`config.mk`:
```
export PLATFORM = sky130hd
export DESIGN_NAME = mem_stall_ctrl
export DESIGN_NICKNAME = d
export VERILOG_FILES = /design/src/rtl/mem_stall_ctrl.sv
export SDC_FILE = /design/constraint.sdc
export NUM_CORES = 1
export LEC_CHECK = 0
export CAP_MARGIN = 20
export CORE_MARGIN = 2
export CORE_UTILIZATION = 30
export CTS_CLUSTER_SIZE = 30
export DETAILED_ROUTE_END_ITERATION = 10
export PLACE_DENSITY = 0.55
export SLEW_MARGIN = 25
export SYNTH_ARGS = -nofsm -noshare
export SYNTH_HDL_FRONTEND = slang
export SYNTH_SLANG_ARGS = --single-unit
```
`constraint.sdc`:
```
create_clock -name clk -period 4.95 [get_ports clk]
set_input_delay 0.99 -clock clk [delete_from_list [all_inputs] [get_ports clk]]
set_output_delay 0.99 -clock clk [all_outputs]
set_load 0.1 [all_outputs]
```
`src/rtl/mem_stall_ctrl.sv`:
```
// Stall/flush sequencer for the 5-stage core: owns the MEM-stage data-memory handshake,
// freezes the pipeline while an access is outstanding, and merges that with load-use stalls and branch flushes.
module mem_stall_ctrl #(
   parameter int DATA_W  = 32,
   parameter int TIMEOUT = 15
) (
   input  logic              clk,
   input  logic              rst,
   input  logic [1:0]        DMC_MEM,
   input  logic              mem_ready,
   input  logic [DATA_W-1:0] mem_rdata,
   input  logic              LdStall,
   input  logic              BrFlush,
   output logic              mem_req,
   output logic              mem_we,
   output logic [DATA_W-1:0] rdata_q,
   output logic              PC_EN,
   output logic              IFID_EN,
   output logic              IDEX_EN,
   output logic              EXMEM_EN,
   output logic              IFID_flush,
   output logic              IDEX_flush,
   output logic              MEMWB_bubble,
   output logic              mem_err,
   output logic [15:0]       stall_cnt
);

   typedef enum logic [1:0] {
      S_IDLE = 2'd0,
      S_WAIT = 2'd1,
      S_DONE = 2'd2,
      S_ERR  = 2'd3
   } state_t;

   // Wait counter value on the last WAIT cycle allowed before declaring a timeout.
   localparam logic [7:0] LP_WAIT_LAST = 8'(TIMEOUT - 1);

   state_t              r_state;
   state_t              w_state_next;
   logic [7:0]          r_wait_cnt;
   logic [7:0]          w_wait_cnt_next;
   logic                r_we_q;
   logic                w_we_q_next;
   logic [DATA_W-1:0]   r_rdata_q;
   logic                r_mem_err;
   logic [15:0]         r_stall_cnt;
   logic                w_access;
   logic                w_capture;
   logic                w_memstall;

   assign w_access = (DMC_MEM == 2'b01) || (DMC_MEM == 2'b10);

   always_comb begin
      w_state_next    = r_state;
      w_wait_cnt_next = r_wait_cnt;
      w_we_q_next     = r_we_q;
      w_capture       = 1'b0;
      case (r_state)
         S_IDLE: begin
            if (w_access) begin
               w_we_q_next     = (DMC_MEM == 2'b10);
               w_wait_cnt_next = 8'd0;
               w_state_next    = S_WAIT;
            end
         end
         S_WAIT: begin
            if (mem_ready) begin
               w_capture    = ~r_we_q;
               w_state_next = S_DONE;
            end else if (r_wait_cnt == LP_WAIT_LAST) begin
               w_state_next = S_ERR;
            end else begin
               w_wait_cnt_next = r_wait_cnt + 8'd1;
            end
         end
         // DONE lets the frozen instruction leave MEM, so the access is never reissued.
         S_DONE:  w_state_next = S_IDLE;
         S_ERR:   w_state_next = S_ERR;
         default: w_state_next = S_IDLE;
      endcase
   end

   assign w_memstall = ((r_state == S_IDLE) && w_access) ||
                       (r_state == S_WAIT) || (r_state == S_ERR);

   always_ff @(posedge clk) begin
      if (rst) begin
         r_state     <= S_IDLE;
         r_wait_cnt  <= 8'd0;
         r_we_q      <= 1'b0;
         r_rdata_q   <= '0;
         r_mem_err   <= 1'b0;
         r_stall_cnt <= 16'd0;
      end else begin
         r_state    <= w_state_next;
         r_wait_cnt <= w_wait_cnt_next;
         r_we_q     <= w_we_q_next;
         if (w_capture) begin
            r_rdata_q <= mem_rdata;
         end
         if (w_state_next == S_ERR) begin
            r_mem_err <= 1'b1;
         end
         if (w_memstall && (r_stall_cnt != 16'hFFFF)) begin
            r_stall_cnt <= r_stall_cnt + 16'd1;
         end
      end
   end

   // Pipeline control, highest priority first: reset, memory freeze, branch flush, load-use stall.
   always_comb begin
      PC_EN        = 1'b1;
      IFID_EN      = 1'b1;
      IDEX_EN      = 1'b1;
      EXMEM_EN     = 1'b1;
      IFID_flush   = 1'b0;
      IDEX_flush   = 1'b0;
      MEMWB_bubble = 1'b0;
      mem_req      = 1'b0;
      mem_we       = 1'b0;
      if (rst) begin
         PC_EN    = 1'b0;
         IFID_EN  = 1'b0;
         IDEX_EN  = 1'b0;
         EXMEM_EN = 1'b0;
      end else begin
         mem_req = (r_state == S_WAIT);
         mem_we  = (r_state == S_WAIT) && r_we_q;
         if (w_memstall) begin
            PC_EN        = 1'b0;
            IFID_EN      = 1'b0;
            IDEX_EN      = 1'b0;
            EXMEM_EN     = 1'b0;
            MEMWB_bubble = 1'b1;
         end else if (BrFlush) begin
            IFID_flush = 1'b1;
         end else if (LdStall) begin
            PC_EN      = 1'b0;
            IFID_EN    = 1'b0;
            IDEX_flush = 1'b1;
         end
      end
   end

   assign rdata_q   = r_rdata_q;
   assign mem_err   = r_mem_err;
   assign stall_cnt = r_stall_cnt;

endmodule
```
## After elaboration in Yosys (flattened, before gate mapping)

Index checks and enable logic that the tools add are counted.

| cells by class | value |
|---|---|
| mux-type cells | 27 |
| add/subtract/negate cells | 2 |
| reductions and logical operators | 10 |
| bitwise gates (word level) | 1 |
| equal/unequal tests | 11 |

Operators by type and width:

| cell | number |
|---|---|
| $mux 8 | 3 |
| $mux 1 | 19 |
| $add 16x1->16 const B | 1 |
| $ne 16x16->1 const B | 1 |
| $pmux 8 s2 | 1 |
| $add 8x1->8 const B | 1 |
| $eq 2x2->1 const B | 4 |
| $eq 8x4->1 const B | 1 |
| $pmux 2 s4 | 1 |
| $mux 2 | 3 |
| $ne 2x2->1 const B | 3 |
| $eq 2x1->1 const B | 2 |
| $reduce_and 4->1 | 1 |
| $logic_and 1x1->1 | 3 |
| $logic_or 1x1->1 | 3 |
| $logic_not 2->1 | 1 |
| $reduce_and 2->1 | 1 |
| $reduce_bool 2->1 | 1 |
| $not 1->1 | 1 |

| word-level totals | value |
|---|---|
| input port bits | 39 |
| output and inout port bits | 58 |
| flip-flop bits (word level) | 60 |
| logic and storage cells | 57 |

## Depth between registers and ports, before layout

| depth | value |
|---|---|
| depth after elaboration | 7 |
| gate-level depth with buffers | 7 |
| mapped depth without buffers | 6 |

## Worst setup path before layout

OpenSTA, ideal clock, no wires.

| timing path | value |
|---|---|
| path type | input port to output port |
| start | input DMC_MEM[0] |
| end | output PC_EN |
| setup slack | -0.276 ns |
| data arrival time | 4.236 ns |
| buffers on the path | 1 |
| stages on the path | 5 |
| cells stage by stage | inv_1 -> ha_1 -> o21bai_4 -> nor3_1 -> buf_4 |

| on the way | value |
|---|---|
| longest elaborated chain between the ends | 7 |

Ends and longest elaborated chain:

| what | RTL line | source |
|---|---|---|
| from (decl) | 9 | `input logic [1:0] DMC_MEM,` |
| $eq 2x1->1 / $eq 2x2->1 (equally long branches) | 51 | `assign w_access = (DMC_MEM == 2'b01) \|\| (DMC_MEM == 2'b10);` |
| $logic_or 1x1->1 * | 51 |  |
| $logic_and 1x1->1 * | 83 | `assign w_memstall = ((r_state == S_IDLE) && w_access) \|\|` |
| $logic_or 1x1->1 * | 83 |  |
| $logic_or 1x1->1 * | 84 | `(r_state == S_WAIT) \|\| (r_state == S_ERR);` |
| $mux 1 * (2 in a row) | - |  |
| to (decl) | 17 | `output logic PC_EN,` |

Every way passes the cells marked *; elsewhere a longest branch is shown, timed or not.

## Worst setup path in the final report

| timing path | value |
|---|---|
| start | input DMC_MEM[0] |
| end | output IDEX_flush |

| on the way | value |
|---|---|
| longest elaborated chain between the ends | 7 |

Ends and longest elaborated chain:

| what | RTL line | source |
|---|---|---|
| $eq 2x1->1 / $eq 2x2->1 (equally long branches) | 51 |  |
| $logic_or 1x1->1 * | 51 |  |
| $logic_and 1x1->1 * | 83 |  |
| $logic_or 1x1->1 * | 83 |  |
| $logic_or 1x1->1 * | 84 |  |
| $mux 1 * | 129 | `if (w_memstall) begin` |
| $mux 1 * | 121 | `if (rst) begin` |
| to (decl) | 22 | `output logic IDEX_flush,` |

Marks and branches as above.

==> PnR_summary.wiki <==
{| class="wikitable"
! Metric !! Value
|-
| Run status || completed
|-
| Final setup violation count || 0
|-
| Max transition margin || 33.0%
|-
| Std cell rows || 34
|-
| Number of primary I/O pins || 97
|-
| Met3 usage in global routing || 4.22%
|-
| Worst slew pin tran || 1.00 ns
|-
| Number of buffers on the longest clock path || 2
|-
| Cells after synthesis || 329
|-
| GR Layer Usage met2 || 24.3%
|-
| Count of H-tree levels built during CTS || 3
|-
| Area fraction in compound gates after synthesis || 16.2%
|-
| Wire length of the first global-routing pass || 11500 µm
|-
| Avg Vias per Cell || 4.83
|-
| Clock latency at the later pin of the worst-skew pair || 0.32 ns
|-
| DRC errors left || 0
|-
| Critical register-to-register path startpoint || r_state[0]$_SDFF_PP0_
|-
| Routed via count || 2552
|-
| I/O Buffers || 96
|-
| Finished layout cell area || 3810 µm²
|-
| Number of flip-flops and latches in the synthesized netlist || 60
|-
| Number of nets in the layout || 458
|-
| Pin count of the biggest net entering global routing || 62
|-
| Total power of the final layout || 1.21 mW
|-
| Leakage power summed over all cells || 1.33 nW
|-
| Inserted Clock Buffers || 9
|-
| Clk Tree Root Cell || clkbuf_8
|-
| Type of element capturing the critical path || output port
|-
| Power density of the placed cells || 317 nW/µm²
|-
| Vias in the first global route || 2423
|-
| Largest voltage drop on the vdd net || 184 µV
|-
| Data arrival at the endpoint of the critical path || 2.75 ns
|-
| Required time at the endpoint of the critical path || 3.96 ns
|-
| Critical path origin || DMC_MEM[0]
|-
| Share of cells above drive strength 1 || 8.57%
|-
| Post-synthesis share of cell area spent on full adders, half adders and majority gates || 1.88%
|-
| Multiplexer area fraction after synthesis || 1.74%
|-
| Final Hold Violating Endpoints || 0
|-
| Smallest hold slack || 0.454 ns
|-
| Placed standard-cell area || 3640 µm²
|-
| Starting Density || 30.6%
|-
| Die area || 9630 µm²
|-
| Layer carrying the most global-route usage || met2
|-
| Number of buffers added to fix hold violations after cts || 0
|-
| Weighted congestion at the end of routability-driven global placement || 0.751
|-
| Min-delay worst type || flip-flop to flip-flop
|-
| Detailed-routing iteration count for the pre-antenna-repair pass || 4
|-
| Period Utilization, post-route || 75.6%
|-
| Clock transition at the registers of the reported paths || 0.06 ns
|-
| Clock sink count || 60
|-
| Unrepaired setup endpoints after global routing || no
|-
| Setup TNS || 0 ns
|-
| Floorplan die width || 98.1 µm
|-
| WL/cell || 12.9 µm
|-
| Die height || 98.1 µm
|-
| Setup bufs post-CTS || 0
|-
| Dominant combinational cell family by area after synthesis || simple AND/OR/NAND/NOR gates
|-
| Number of max-cap violations || 0
|-
| Main flop type after synthesis || dfxtp_1
|-
| Highest clock rate || 267 MHz
|-
| HPWL reported at the end of detailed placement || 4700 µm
|-
| Post-synthesis instance area || 2660 µm²
|-
| Crit path setup slack, layout || 1.21 ns
|-
| Startpoint type of the worst setup path || input port
|-
| Post-Route WL || 6800 µm
|-
| Distinct cell type count of the synthesized netlist || 47
|-
| Layout overhead on the synthesized area || 43.5%
|-
| Synthesis warning total || 0
|-
| Async set-or-reset flop fraction in the synthesized netlist || 0%
|-
| CTS-repair resized insts || 0
|-
| Number of cell instances on the worst register-to-register path || 4
|-
| Met1 usage in global routing || 18.2%
|-
| Min cycle time layout || 3.74 ns
|-
| Endpoint of the lowest-slack register-to-register path || rdata_q[4]$_SDFFE_PP0P_
|-
| Critical path class || input port to output port
|-
| Antenna diode instance count || 0
|-
| Fill cell count || 897
|-
| Final number of max-transition violations || 0
|-
| Area share of and/or/nand/nor cells after synthesis || 29.0%
|-
| Core area || 8680 µm²
|-
| Worst Setup Slack post-DPL || 1.19 ns
|-
| Sequential cell area fraction in the yosys report || 45.2%
|-
| Residual overflow from global routing || 0
|-
| Number of nets with antenna violations after routing || 0
|-
| GRT Resource Usage Total || 14.4%
|-
| Post-synthesis average cell area || 8.08 µm²
|-
| Top fanout value on the critical path || 10
|-
| DRC violation total after the first TritonRoute iteration || 97
|-
| TritonCTS clock tree || done
|-
| Count of flip-flops with a built-in enable after synthesis || 0
|-
| Post-synthesis xor/xnor area fraction || 0.659%
|-
| Reg2Reg Setup Slack || 2.92 ns
|-
| Post-Route Skew || 0.00662 ns
|-
| Timing endpoint of the critical path || IDEX_flush
|-
| Syn_nets || 372
|-
| Number of antenna violations at the first check in global routing || 0
|}
placed cells by master, fill, tap and decap left out, drive strengths merged, types with 2 or more instances in the layout:
cell type	instances
nand4	6
clkdlybuf4s50	87
clkbuf	12
a31oi	2
mux2	2
ha	4
nor2	15
nand2	76
and2	3
nor3	4
and4	2
nand3	10
and3	4
nor4	2
a21oi	50
nor2b	5
xor2	2
nand2b	2
o21ai	13
clkinv	4
mux2i	2
and2b	2
dfxtp	60
o31ai	6
buf	11
or4	6
or3	12
inv	4
Yosys cell counts (4+ instances only):
cell type | count | area share [%]
nand3_1 | 9 | 1.7
clkbuf_1 | 10 | 1.4
ha_1 | 4 | 1.9
o21ai_0 | 13 | 2.4
inv_1 | 4 | 0.56
nand4_1 | 6 | 1.4
a21oi_1 | 50 | 9.4
or3_1 | 12 | 2.8
o31ai_1 | 6 | 1.7
dfxtp_1 | 60 | 45
buf_2 | 5 | 0.94
or4_1 | 6 | 1.7
nor2b_1 | 5 | 1.2
nand2_1 | 76 | 11
nor2_1 | 15 | 2.1
and3_1 | 4 | 0.94
routing by layer:
metal	up-vias	wire, µm
met2	63	3220
met1	1174	3170
met3	4	357
met4	0	47
met5	-	0
li1	1311	-
cells by family after synthesis:
| family | count (synthesis) |
|---|---|
| AND/OR/NAND/NOR | 155 |
| AO/OA/AOI/OAI | 77 |
| flip-flops | 60 |
| buffers and inverters | 27 |
| multiplexers | 4 |
| adder cells (fa/ha/maj) | 4 |
| XOR/XNOR | 2 |
sequential cells by signal, indices dropped and copies added (netlist names):
signal / count
mem_err: 1
r_state: 2
r_wait_cnt: 8
r_we_q: 1
rdata_q: 32
stall_cnt: 16
power by group:
group | switching [mW] | internal, mW | leakage [nW]
Combinational | 0.212 | 0.0830 | 0.745
Sequential | 0.0156 | 0.501 | 0.486
Clock | 0.190 | 0.208 | 0.0961
layout make-up:
| type | instances | area (µm²) | area share [%] |
|---|---|---|---|
| well taps | 108 | 135 | 3.54 |
| repair buffers | 98 | 955 | 25.0 |
| multi-input cells | 242 | 1330 | 34.9 |
| clock inverters | 4 | 23.8 | 0.623 |
| flip-flops and latches | 60 | 1200 | 31.5 |
| inverters | 4 | 15.0 | 0.394 |
| clock buffers | 12 | 155 | 4.07 |
critical path, cell delays in order:
cell and delay [ns]:
clkdlybuf4s50_1 0.46, inv_1 0.04, ha_1 0.44, o21bai_4 0.16, nor2_1 0.21, and2_1 0.17, buf_4 0.29
metrics by stage:
step	cells	util (%)
after floorplan	329	-
after CTS	528	44.0
after global placement	511	41.8
after detailed placement	512	41.9
final	528	44.0
after global routing	528	44.0
worst min-delay path by stage:
| stage | slack [ns] | cells after the start | start | to |
|---|---|---|---|---|
| after floorplan | 0.47 | 2 | r_wait_cnt[4]$_SDFFE_PP0P_ | r_wait_cnt[4]$_SDFFE_PP0P_ |
| after global placement | 0.44 | 2 | rdata_q[18]$_SDFFE_PP0P_ | rdata_q[18]$_SDFFE_PP0P_ |
| after detailed placement | 0.45 | 2 | rdata_q[15]$_SDFFE_PP0P_ | rdata_q[15]$_SDFFE_PP0P_ |
| after CTS | 0.46 | 2 | rdata_q[13]$_SDFFE_PP0P_ | rdata_q[13]$_SDFFE_PP0P_ |
| after global routing | 0.47 | 2 | rdata_q[15]$_SDFFE_PP0P_ | rdata_q[15]$_SDFFE_PP0P_ |
| final | 0.45 | 2 | rdata_q[10]$_SDFFE_PP0P_ | rdata_q[10]$_SDFFE_PP0P_ |
No activity file was read; power rests on OpenSTA's default activity.
